`config.mk`:
```
export PLATFORM = sky130hd
export DESIGN_NAME = com_ser_rx
export DESIGN_NICKNAME = d
export VERILOG_FILES = /design/src/rtl/com_ser_rx_pkg.sv /design/src/rtl/com_ser_rx_uart_rx_byte.sv /design/src/rtl/com_ser_rx.sv
export SDC_FILE = /design/constraint.sdc
export NUM_CORES = 1
export LEC_CHECK = 0
export CORE_UTILIZATION = 50
export CTS_CLUSTER_DIAMETER = 50
export DETAILED_ROUTE_END_ITERATION = 6
export PLACE_DENSITY = 0.7
export SYNTH_ARGS = -nofsm -noshare
export SYNTH_HDL_FRONTEND = slang
export SYNTH_HIERARCHICAL = 1
export SYNTH_SLANG_ARGS = --single-unit
```
`constraint.sdc`:
```
create_clock -name clk -period 6 [get_ports clk]
set_clock_uncertainty 0.1 [all_clocks]
set_input_delay 1.2 -clock clk [delete_from_list [all_inputs] [get_ports clk]]
set_output_delay 1.2 -clock clk [all_outputs]
set_load 0.05 [all_outputs]
```
`src/rtl/com_ser_rx_pkg.sv`:
```
// Shared constants and helpers for the angle telemetry receive path.
// The CRC constants match the transmit-side CRC block.
// Also holds the byte-receiver state encoding and a byte-wide CRC-8 step.
package com_ser_rx_pkg;

    localparam logic [7:0] CRC8_POLY     = 8'h07;
    localparam int         FRAME_BYTES   = 7;
    localparam int         PAYLOAD_BYTES = 6;

    typedef enum logic [1:0] {
        RX_IDLE,
        RX_START,
        RX_DATA,
        RX_STOP
    } rx_state_e;

    // CRC-8, MSB first, no reflection, no final xor: fold one whole byte in.
    function automatic logic [7:0] crc8_update(input logic [7:0] crc,
                                               input logic [7:0] data);
        logic [7:0] c;
        c = crc ^ data;
        for (int i = 0; i < 8; i++) begin
            c = c[7] ? ((c << 1) ^ CRC8_POLY) : (c << 1);
        end
        return c;
    endfunction

endpackage

```
`src/rtl/com_ser_rx_uart_rx_byte.sv`:
```
// 8N1 byte receiver: 2-FF synchroniser, start/data/stop FSM, baud counter.
// Ports: clk, rst (async high), rx (raw line), rx_byte/byte_valid (stop bit good),
//        stop_err (stop bit sampled low), idle (FSM waiting for a start edge).
// byte_valid and stop_err are combinational strobes in the mid-stop-bit sample cycle.
module uart_rx_byte
    import com_ser_rx_pkg::*;
#(
    parameter int CLKS_PER_BIT = 16
) (
    input  logic       clk,
    input  logic       rst,
    input  logic       rx,
    output logic [7:0] rx_byte,
    output logic       byte_valid,
    output logic       stop_err,
    output logic       idle
);

    localparam int HALF_BIT = CLKS_PER_BIT / 2;
    localparam int CW       = $clog2(CLKS_PER_BIT + 1);

    logic            rx_meta;
    logic            rx_sync;
    logic            rx_prev;
    rx_state_e       state;
    rx_state_e       state_nxt;
    logic [CW-1:0]   bit_cnt;
    logic [2:0]      bit_idx;
    logic [7:0]      shreg;
    logic            cnt_clr;
    logic            shift_en;
    logic            half_done;
    logic            full_done;

    // Line idles high, so the synchroniser resets to 1 to avoid a false start.
    always_ff @(posedge clk or posedge rst) begin
        if (rst) begin
            rx_meta <= 1'b1;
            rx_sync <= 1'b1;
            rx_prev <= 1'b1;
        end else begin
            rx_meta <= rx;
            rx_sync <= rx_meta;
            rx_prev <= rx_sync;
        end
    end

    assign half_done = (bit_cnt == CW'(HALF_BIT - 1));
    assign full_done = (bit_cnt == CW'(CLKS_PER_BIT - 1));

    always_ff @(posedge clk or posedge rst) begin
        if (rst) begin
            state <= RX_IDLE;
        end else begin
            state <= state_nxt;
        end
    end

    always_comb begin
        state_nxt  = state;
        cnt_clr    = 1'b0;
        shift_en   = 1'b0;
        byte_valid = 1'b0;
        stop_err   = 1'b0;
        case (state)
            RX_IDLE: begin
                if (rx_prev && !rx_sync) begin
                    state_nxt = RX_START;
                    cnt_clr   = 1'b1;
                end
            end
            RX_START: begin
                // Re-check mid start bit; a high line here was only a glitch.
                if (half_done) begin
                    cnt_clr   = 1'b1;
                    state_nxt = rx_sync ? RX_IDLE : RX_DATA;
                end
            end
            RX_DATA: begin
                if (full_done) begin
                    cnt_clr  = 1'b1;
                    shift_en = 1'b1;
                    if (bit_idx == 3'd7) begin
                        state_nxt = RX_STOP;
                    end
                end
            end
            RX_STOP: begin
                if (full_done) begin
                    cnt_clr    = 1'b1;
                    byte_valid = rx_sync;
                    stop_err   = !rx_sync;
                    state_nxt  = RX_IDLE;
                end
            end
            default: begin
                state_nxt = RX_IDLE;
            end
        endcase
    end

    always_ff @(posedge clk or posedge rst) begin
        if (rst) begin
            bit_cnt <= '0;
            bit_idx <= '0;
            shreg   <= '0;
        end else begin
            if (cnt_clr || state == RX_IDLE) begin
                bit_cnt <= '0;
            end else begin
                bit_cnt <= bit_cnt + CW'(1);
            end

            if (state == RX_START) begin
                bit_idx <= '0;
            end else if (shift_en) begin
                bit_idx <= bit_idx + 3'd1;
            end

            // LSB arrives first, so shift in from the top.
            if (shift_en) begin
                shreg <= {rx_sync, shreg[7:1]};
            end
        end
    end

    assign rx_byte = shreg;
    assign idle    = (state == RX_IDLE);

endmodule

```
`src/rtl/com_ser_rx.sv`:
```
// Angle telemetry receiver: assembles 7-byte frames (6 ASCII + CRC-8) and checks the CRC.
// Ports: clk, rst (async high), Rx (serial line), frame_data (held payload),
//        frame_valid / crc_err / frame_err (1-cycle pulses), busy (frame in progress).
// No flow control: consumers must latch frame_data on the frame_valid pulse.
module com_ser_rx
    import com_ser_rx_pkg::*;
#(
    parameter int CLK_FREQ     = 50_000_000,
    parameter int BAUD         = 9600,
    parameter int TIMEOUT_BITS = 20
) (
    input  logic        clk,
    input  logic        rst,
    input  logic        Rx,
    output logic [47:0] frame_data,
    output logic        frame_valid,
    output logic        crc_err,
    output logic        frame_err,
    output logic        busy
);

    localparam int CLKS_PER_BIT = CLK_FREQ / BAUD;
    localparam int TMO_LIMIT    = TIMEOUT_BITS * CLKS_PER_BIT;
    localparam int TW           = $clog2(TMO_LIMIT + 1);
    localparam int CNT_W        = $clog2(FRAME_BYTES);

    logic [7:0]       rx_byte;
    logic             byte_valid;
    logic             stop_err;
    logic             byte_idle;
    logic [CNT_W-1:0] byte_cnt;
    logic [47:0]      payload;
    logic [7:0]       crc;
    logic [TW-1:0]    tmo_cnt;

    uart_rx_byte #(
        .CLKS_PER_BIT(CLKS_PER_BIT)
    ) u_rx_byte (
        .clk        (clk),
        .rst        (rst),
        .rx         (Rx),
        .rx_byte    (rx_byte),
        .byte_valid (byte_valid),
        .stop_err   (stop_err),
        .idle       (byte_idle)
    );

    always_ff @(posedge clk or posedge rst) begin
        if (rst) begin
            frame_data  <= '0;
            frame_valid <= 1'b0;
            crc_err     <= 1'b0;
            frame_err   <= 1'b0;
            byte_cnt    <= '0;
            payload     <= '0;
            crc         <= '0;
            tmo_cnt     <= '0;
        end else begin
            frame_valid <= 1'b0;
            crc_err     <= 1'b0;
            frame_err   <= 1'b0;

            if (stop_err) begin
                frame_err <= 1'b1;
                byte_cnt  <= '0;
                crc       <= '0;
                tmo_cnt   <= '0;
            end else if (byte_valid) begin
                tmo_cnt <= '0;
                if (byte_cnt == CNT_W'(PAYLOAD_BYTES)) begin
                    // Trailing byte is the CRC of the six payload bytes.
                    if (rx_byte == crc) begin
                        frame_data  <= payload;
                        frame_valid <= 1'b1;
                    end else begin
                        crc_err <= 1'b1;
                    end
                    byte_cnt <= '0;
                    crc      <= '0;
                end else begin
                    payload  <= {payload[39:0], rx_byte};
                    crc      <= crc8_update(crc, rx_byte);
                    byte_cnt <= byte_cnt + CNT_W'(1);
                end
            end else if (byte_cnt != '0 && byte_idle) begin
                // Gap counting only runs between bytes of a partially received frame.
                if (tmo_cnt == TW'(TMO_LIMIT)) begin
                    frame_err <= 1'b1;
                    byte_cnt  <= '0;
                    crc       <= '0;
                    tmo_cnt   <= '0;
                end else begin
                    tmo_cnt <= tmo_cnt + TW'(1);
                end
            end else begin
                tmo_cnt <= '0;
            end
        end
    end

    // Drops in the same cycle the end-of-frame pulse is raised.
    assign busy = (byte_cnt != '0) || !byte_idle;

endmodule
```
# Word-level counts from Yosys, hierarchy flattened
# Index checks and enable logic that the tools add are counted.
[totals]
word_cells = 113
in_bits = 3
register_bits = 156
[classes]
n_reduce_logical = 16
mux = 53
n_addsub = 4
n_bitwise = 11
eq_ne = 14
[ops]
columns = ["cell", "count"]
rows = [
  ["2-to-1 mux 17 bit", 4],
  ["2-to-1 mux 3 bit", 15],
  ["2-to-1 mux 8 bit", 5],
  ["inverter 3 bit", 8],
  ["2-to-1 mux 1 bit", 20],
  ["adder 17 x 1 -> 17 bit, second input constant", 1],
  ["equality test 17 bit, second input constant", 1],
  ["adder 13 x 1 -> 13 bit, second input constant", 1],
  ["equality test 13 x 12 -> 1 bit, second input constant", 1],
  ["equality test 13 bit, second input constant", 1],
  ["2-to-1 mux 13 bit", 1],
  ["2-to-1 mux 2 bit", 6],
  ["!= test 2 x 1 -> 1 bit, second input constant", 5],
  ["nonzero test 3 bit", 3],
  ["equality test 8 bit", 1],
  ["case mux 2 bit (4 select lines)", 1],
  ["bitwise XOR 8 bit", 1],
  ["adder 3 x 1 -> 3 bit, second input constant", 2],
  ["equality test 3 bit, second input constant", 2],
  ["AND reduction 5 bit", 1],
  ["equality test 2 bit, second input constant", 2],
  ["AND reduction 4 bit", 1],
  ["case mux 1 bit (3 select lines)", 1],
  ["AND reduction 3 bit", 1],
  ["other kinds (9)", 13],
]

# Depth between registers and ports, before layout
# Gate-level depths: netlist of run 1.
[logic_depth]
word_depth = 20
depth_mapped = 12
depth_no_buf = 9

# Cells and area by module
# Netlist of run 1, hierarchy kept.
[modules_own_cells]
columns = ["mod", "instances", "cells_per_inst", "area_per_inst_um2"]
rows = [
  ["com_ser_rx", 1, 384, 5365.1],
  ["uart_rx_byte", 1, 133, 1406.3],
]

# Worst setup path before layout of run 1
# No wires, ideal clock.
[synth_path]
path_kind = "register to register"
startpoint = "reg u_rx_byte.bit_cnt[0]"
endpoint = "reg payload[10]"
arrival_time_ps = 2932
setup_ps = 125
setup_slack_ps = 2843
stages_incl_launch_ff = 12
path_cell_list = "dfrtp_1 > ha_1 > or3b_1 > nor4_4 > buf_4 > nand3_1 > nor2_1 > nand2b_1 > or2_2 > buf_2 > buf_2 > mux2_2"
[synth_via]
word_cells_on_any_way = 7
[synth_rtl]
columns = ["element", "line_no", "source"]
rows = [
  ["start: declaration", "com_ser_rx_uart_rx_byte.sv:27", "logic [CW-1:0] bit_cnt;"],
  ["start signal: assignment", "com_ser_rx_uart_rx_byte.sv:111", "bit_cnt <= bit_cnt + CW'(1);"],
  ["equality test 13 bit", "com_ser_rx_uart_rx_byte.sv:49", "assign full_done = (bit_cnt == CW'(CLKS_PER_BIT - 1));"],
  ["2-to-1 mux 1 bit", "com_ser_rx_uart_rx_byte.sv:89", "if (full_done) begin"],
  ["2-to-1 mux 1 bit", "com_ser_rx_uart_rx_byte.sv:65", "case (state)"],
  ["via byte_valid", "com_ser_rx.sv:28", "logic byte_valid;"],
  ["AND reduction 3 bit (no source line)", "-", ""],
  ["end signal: assignment", "com_ser_rx.sv:81", "payload <= {payload[39:0], rx_byte};"],
  ["end: declaration", "com_ser_rx.sv:32", "logic [47:0] payload;"],
]
# The timed path passes the listed nets, and every way through them passes these cells.
# A chain may end at the register's enable or synchronous reset.

# Worst setup path in the final report of run 1
[layout_path]
startpoint = "reg u_rx_byte.bit_cnt[0]"
endpoint = "reg payload[22]"
[layout_via]
elab_chain_cells = 5
word_cells_on_any_way = 7
[layout_rtl]
columns = ["element", "line_no", "source"]
rows = [
  ["equality test 13 bit", "com_ser_rx_uart_rx_byte.sv:49", ""],
  ["2-to-1 mux 1 bit", "com_ser_rx_uart_rx_byte.sv:89", ""],
  ["2-to-1 mux 1 bit", "com_ser_rx_uart_rx_byte.sv:65", ""],
  ["via stop_err", "com_ser_rx.sv:29", "logic stop_err;"],
  ["inverter 1 bit (no source line)", "-", ""],
  ["AND reduction 3 bit (no source line)", "-", ""],
]
# The timed path passes the listed nets, and every way through them passes these cells.

==> impl_metrics.yaml, run 1 <==
cts:
  cts-resized-gates: 0
  cts.sinks: 156
  post_cts_buffers: 0
  cts_tree: "done"
  htree_levels: 4
  worstSkewPairLatency_ps: 420
  clockBufferDepth: 2
  clkSlewWorstSetupHoldPaths_ps: 60
  holdBufCountCts: 0
  clockRootBuffer: "clkbuf_16"
  cts_buffers: 17
logic_synthesis:
  syn_inst: 517
  ys_seq_area_share_pct: 57.71
  syn-cell-area_um2: 6771
  async_reset_ff_share_pct: 100.0
  ys_ff_latch: 156
  avgSynthCellArea_um2: 13.10
  synth_enable_flop_cells: 0
  syn-num-nets: 528
  synth-warning-count: 6
  ys_types: 50
  yosys_most_used_dff: "dfrtp_1"
critical_path:
  path_buf_inv: 1
  cp-end-kind: "flop"
  crit_family: "simple AND/OR/NAND/NOR gates"
  rr_startpoint: "u_rx_byte/bit_cnt[0]"
  r2r_slack_ps: 1870
  r2r-end: "payload[22]"
  critPathLaunch: "u_rx_byte/bit_cnt[0]"
  worstPathCellList: "ha_1 -> or3b_1 -> nor4_4 -> nand3_1 -> nor2_1 -> nand2b_1 -> or2_2 -> buf_4 -> mux2_2"
  critPathRequiredTime_ps: 6200
  cp_slowest_cell: "or2_2"
  r2r_cells: 9
  crit_type: "flop to flop"
  cp_slowest_stage_delay_ps: 730
  cp.arrival_ps: 4330
  crit_fanout: 39
  critPathLaunchType: "flop"
grt:
  grtUsageTotal_pct: 18.68
  grt_pass1_vias: 4212
  grt_max_degree: 81
  grt_antenna_before_repair: 0
  grt_pass1_wl_um: 20520
  grt_overflow: 0
place:
  io_buffers: 54
  dpl-instance-area_um2: 7455
  gp_congestion: 0.7997
  dp_hpwl_um: 7670
  place_worst_setup_slack_ps: 1850
floorplanning:
  start_util_pct: 51.13
  rows: 42
  die_y_um: 118.4
  die_w_um: 118.4
  ios: 55
  core-area_um2: 13240
  die_area_um2: 14010
detailed_routing:
  postRouteAntennaNets: 0
  routed_wl_um: 11390
  remaining_drc_errors: 0
  first_pass_iters: 4
  vias_per_cell: 5.260
  wl_per_cell_um: 14.93
  vias: 4013
  first_iter_violations: 160
cells_and_area:
  syn_to_final_growth_pct: 19.92
  fin_nets: 585
  fillers: 1037
  layout-drive-gt1-share_pct: 24.70
  multi_input_area_um2: 2690
  fin_area_um2: 8120
  n_antenna_cell: 0
  register_area_um2: 3908
sta:
  fin_crit_sh_pct: 68.78
  slew_headroom_pct: 26.51
  hold_violations: 0
  rsz0062_at_grt: "false"
  finalSetupViolCount: 0
  fin_ws_ps: 1873
  whs_ps: 255.4
  max_freq_ghz: 0.2423
  setup_tns_ps: 0
  worst_pin_slew_ps: 1101
  period_needed_ps: 4127
  finalMaxSlewViolations: 0
hold_path:
  hold_class: "flop to flop"
  hold_depth: 0
  min_from: "u_rx_byte/rx_meta"
  worstHoldEndpoint: "u_rx_byte/rx_sync"
run_status:
  status: "completed"
power:
  p_leak_nw: 3.757
  p_per_area_nw_per_um2: 289.8
  ir_worst_vdd_mv: 0.1873
flow_run:
  drv_cap: 0
## power by group
group | switching (mW) | internal (mW) | total [mW]
clock | 0.415 | 0.763 | 1.18
combinational | 0.0522 | 0.0289 | 0.0811
sequential | 0.0236 | 1.07 | 1.10
## worst max-delay path by stage
| stage | to | slack (ps) | cells past startpoint |
|---|---|---|---|
| finish | payload[22] | 1870 | 9 |
| global placement | payload[0] | 2010 | 9 |
| CTS | payload[22] | 1830 | 9 |
| global route | frame_data[0] | 1500 | 10 |
| detailed placement | payload[6] | 1850 | 9 |
| floorplan | byte_cnt[0] | 1320 | 1 |
## flip-flops by register name (all words and copies together), names as in the netlist, 3 cells and up, named ones only
name               flops
u_rx_byte/bit_cnt     13
payload               48
byte_cnt               3
tmo_cnt               17
frame_data            48
u_rx_byte/bit_idx      3
u_rx_byte/rx_byte      8
crc                    8
## placed cells by master, fill, tap and decap left out, types with 3 or more instances in the layout
cell type        instances
nor3b_1                  3
o2bb2ai_1                5
xnor2_1                 34
nor4b_1                  4
nor3_1                  13
clkdlybuf4s50_1         54
mux2_1                   8
a21oi_1                  5
nor4_1                   7
nor2_1                  40
dfstp_2                  3
xor2_1                   6
bufinv_16                5
clkinvlp_4               3
nand2_1                 14
ha_1                     8
nand3_1                 17
nand2b_1                 7
dfrtp_1                153
mux2_2                  96
o211ai_1                 3
nor2b_1                  3
clkbuf_16               17
inv_1                   18
nand4_1                  6
buf_4                    3
o21ai_0                 10
## routing by layer
layer / up-vias / track usage (%) / routed length [um]
li1: 1922 / - / -
met4: 0 / 8.307 / 184
met3: 14 / 4.344 / 332
met2: 55 / 31.40 / 5791
met1: 2022 / 23.02 / 5083
met5: - / 0 / 0
## kinds of logic (layout without fill, tap and decap cells)
kind of cell               count (synthesis)  in the layout  synth area share, %
AOI/OAI and AO/OA                         29             29                3.141
xor gates and xnor gates                  44             44                6.541
adders and majority gates                  8              8                1.478
buffers and inverters                     38            108                2.605
DFF                                      156            156                57.71
muxes                                    106            106                17.59
and+or+nand+nor                          136            136                10.94
## cell type report
type | instances | area share [%]
Clock buffer | 19 | 5.578
Clock inverter | 13 | 2.619
Inverter | 19 | 0.9091
Multi-Input combinational cell | 323 | 33.13
Sequential cell | 156 | 48.12
Tap cell | 176 | 2.712
Timing Repair Buffer | 57 | 6.934
## through the flow
stage / power, mW / utilization, % / cells
after floorplan: 1.176 / - / 517
after global placement: 1.192 / 56.29 / 731
after detailed placement: 1.198 / 56.29 / 731
after CTS: 2.385 / 61.32 / 763
after global routing: 2.442 / 61.32 / 763
final: 2.353 / 61.32 / 763
## synth_stat cells (7+ instances only)
master	n	area, um2
nand3_1	17	85.08
inv_1	19	71.32
nor4_1	7	43.79
mux2_1	8	90.09
o21ai_0	10	50.05
mux2_2	96	1081
nand2b_1	7	43.79
xnor2_1	34	297.8
dfrtp_1	153	3829
nor2_1	40	150.1
ha_1	8	100.1
nor3_1	13	65.06
nand2_1	15	56.30
buf_2	12	60.06
(Power assumes the default switching activity.)
==> run 2: changes to the inputs <==
==> constraint.sdc (replaced) <==
create_clock -name clk -period 3.9 [get_ports clk]
set_clock_uncertainty 0.1 [all_clocks]
set_input_delay 0.78 -clock clk [delete_from_list [all_inputs] [get_ports clk]]
set_output_delay 0.78 -clock clk [all_outputs]
set_load 0.05 [all_outputs]
==> run 2 against run 1 <==
Final cell count rose by 0.13%. Utilization fell by 0.42 points. Global-route usage fell by 0.14 points.
==> impl_metrics.yaml, run 2 (synthesized netlist as in run 1, its figures left out) <==
detailed_routing:
  first_iter_violations: 203
  met2_length_um: 5460
  remaining_drc_errors: 0
  dr.max_layer_used: "met4"
  wl_per_cell_um: 14.98
  met1Wirelength_um: 5446
  route.met3.wl_um: 350
  vias: 3993
  vias_per_cell: 5.226
  postRouteAntennaNets: 0
  routed_wl_um: 11450
  first_pass_iters: 4
sta:
  finalSetupViolCount: 0
  worst_pin_slew_ps: 1088
  slew_headroom_pct: 27.42
  finalMaxSlewViolations: 0
  max_freq_ghz: 0.3035
  fin_crit_sh_pct: 84.49
  rsz0062_at_grt: "false"
  hold_violations: 0
  setup_tns_ps: 0
  period_needed_ps: 3295
  fin_ws_ps: 604.8
critical_path:
  crit_family: "simple AND/OR/NAND/NOR gates"
  crit_type: "flop to flop"
  cp-end-kind: "flop"
  r2r_cells: 10
  critPathRequiredTime_ps: 4110
  crit_fanout: 32
  r2r-end: "frame_data[1]"
  r2r_slack_ps: 600
  cp_slowest_stage_delay_ps: 400
  cp.arrival_ps: 3500
  worstPathCellList: "ha_1 -> or3b_1 -> nor4_4 -> nand3_1 -> nor2_1 -> nand2b_1 -> nor3_1 -> nand2_2 -> buf_12 -> mux2_2"
  path_buf_inv: 1
  cp_slowest_cell: "or3b_1"
  rr_startpoint: "u_rx_byte/bit_cnt[0]"
  critPathLaunchType: "flop"
  worstSetupPathDepth: 10
cts:
  cts.sinks: 156
  clkSlewWorstSetupHoldPaths_ps: 60
  htree_levels: 4
  cts-resized-gates: 0
  post_cts_buffers: 0
  cts_tree: "done"
  clockRootBuffer: "clkbuf_16"
  holdBufCountCts: 0
  cts_buffers: 17
  worstSkewPairLatency_ps: 420
  clockBufferDepth: 2
flow_run:
  drv_cap: 0
floorplanning:
  rows: 42
  die_y_um: 118.4
  start_util_pct: 51.13
  ios: 55
  die_area_um2: 14010
  die_w_um: 118.4
  core-area_um2: 13240
grt:
  grt_pass1_wl_um: 20400
  grt_antenna_before_repair: 0
  grt_overflow: 0
  grt_pass1_vias: 4182
  grt_max_degree: 128
  grtUsageTotal_pct: 18.54
hold_path:
  hold_class: "flop to flop"
  min_from: "u_rx_byte/rx_meta"
  worstHoldEndpoint: "u_rx_byte/rx_sync"
  hold_depth: 0
power:
  ir_worst_vdd_mv: 0.3915
  p_leak_nw: 3.734
  p_per_area_nw_per_um2: 418.7
place:
  gp_congestion: 0.7182
  place_worst_setup_slack_ps: 576.9
  io_buffers: 54
  dp_hpwl_um: 7443
cells_and_area:
  n_antenna_cell: 0
  reg_top3: "frame_data (48), payload (48), tmo_cnt (17)"
  syn_to_final_growth_pct: 19.11
  final_common_cell: "dfrtp_1"
  layout-drive-gt1-share_pct: 24.32
  fillers: 1038
  fin_nets: 586
  final_cell_mix: "153 x dfrtp_1, 96 x mux2_2, 54 x clkdlybuf4s50_1"
run_status:
  status: "completed"
## run 2: changes by cell type in the layout (fill, tap and decap cells not counted), sizes merged
cell	previous run	this run
buf	3	4
inv	21	20
clkbuf	19	23
bufinv	5	1
clkinv	3	4
## run 2: worst max path at each step
| stage | slack (ps) | to | from |
|---|---|---|---|
| CTS | 560 | frame_data[1] | u_rx_byte/bit_cnt[0] |
| global route | 270 | frame_data[18] | u_rx_byte/bit_cnt[0] |
| finish | 600 | frame_data[1] | u_rx_byte/bit_cnt[0] |
| floorplan | 740 | payload[10] | u_rx_byte/bit_cnt[0] |
| detailed placement | 580 | frame_data[18] | u_rx_byte/bit_cnt[0] |
| global placement | 660 | frame_data[0] | u_rx_byte/bit_cnt[0] |
## run 2: area by class of cell
class | instances | area (um2) | share of cell area [%]
multi-input combinational | 323 | 2690 | 33.35
inverter | 19 | 75.07 | 0.9308
clock buffer | 23 | 478.0 | 5.926
sequential | 156 | 3908 | 48.45
tap | 176 | 220.2 | 2.730
timing repair buffer | 58 | 608.1 | 7.540
clock inverter | 9 | 86.33 | 1.070
## run 2: per-stage QoR
step	power, mW	hold WS [ps]	area [um2]	utilization [%]	cells
floorplan	1.809	245.2	6775	-	517
global placement	1.837	246.3	7501	56.64	732
detailed placement	1.840	247.2	7501	56.64	732
CTS	3.421	256.6	8065	60.90	764
global route	3.510	264.3	8065	60.90	764
finish	3.377	257.2	8065	60.90	764
## run 2: power by group
part	internal, mW	switching (mW)	total [mW]
clock network	0.930	0.639	1.57
registers	1.65	0.0335	1.68
logic	0.0456	0.0804	0.126
## run 2: metal layers
metal | vias up | track usage [%]
met4 | 0 | 7.120
li1 | 1919 | -
met5 | - | 0
met3 | 15 | 5.212
met2 | 65 | 29.30
met1 | 1994 | 24.34
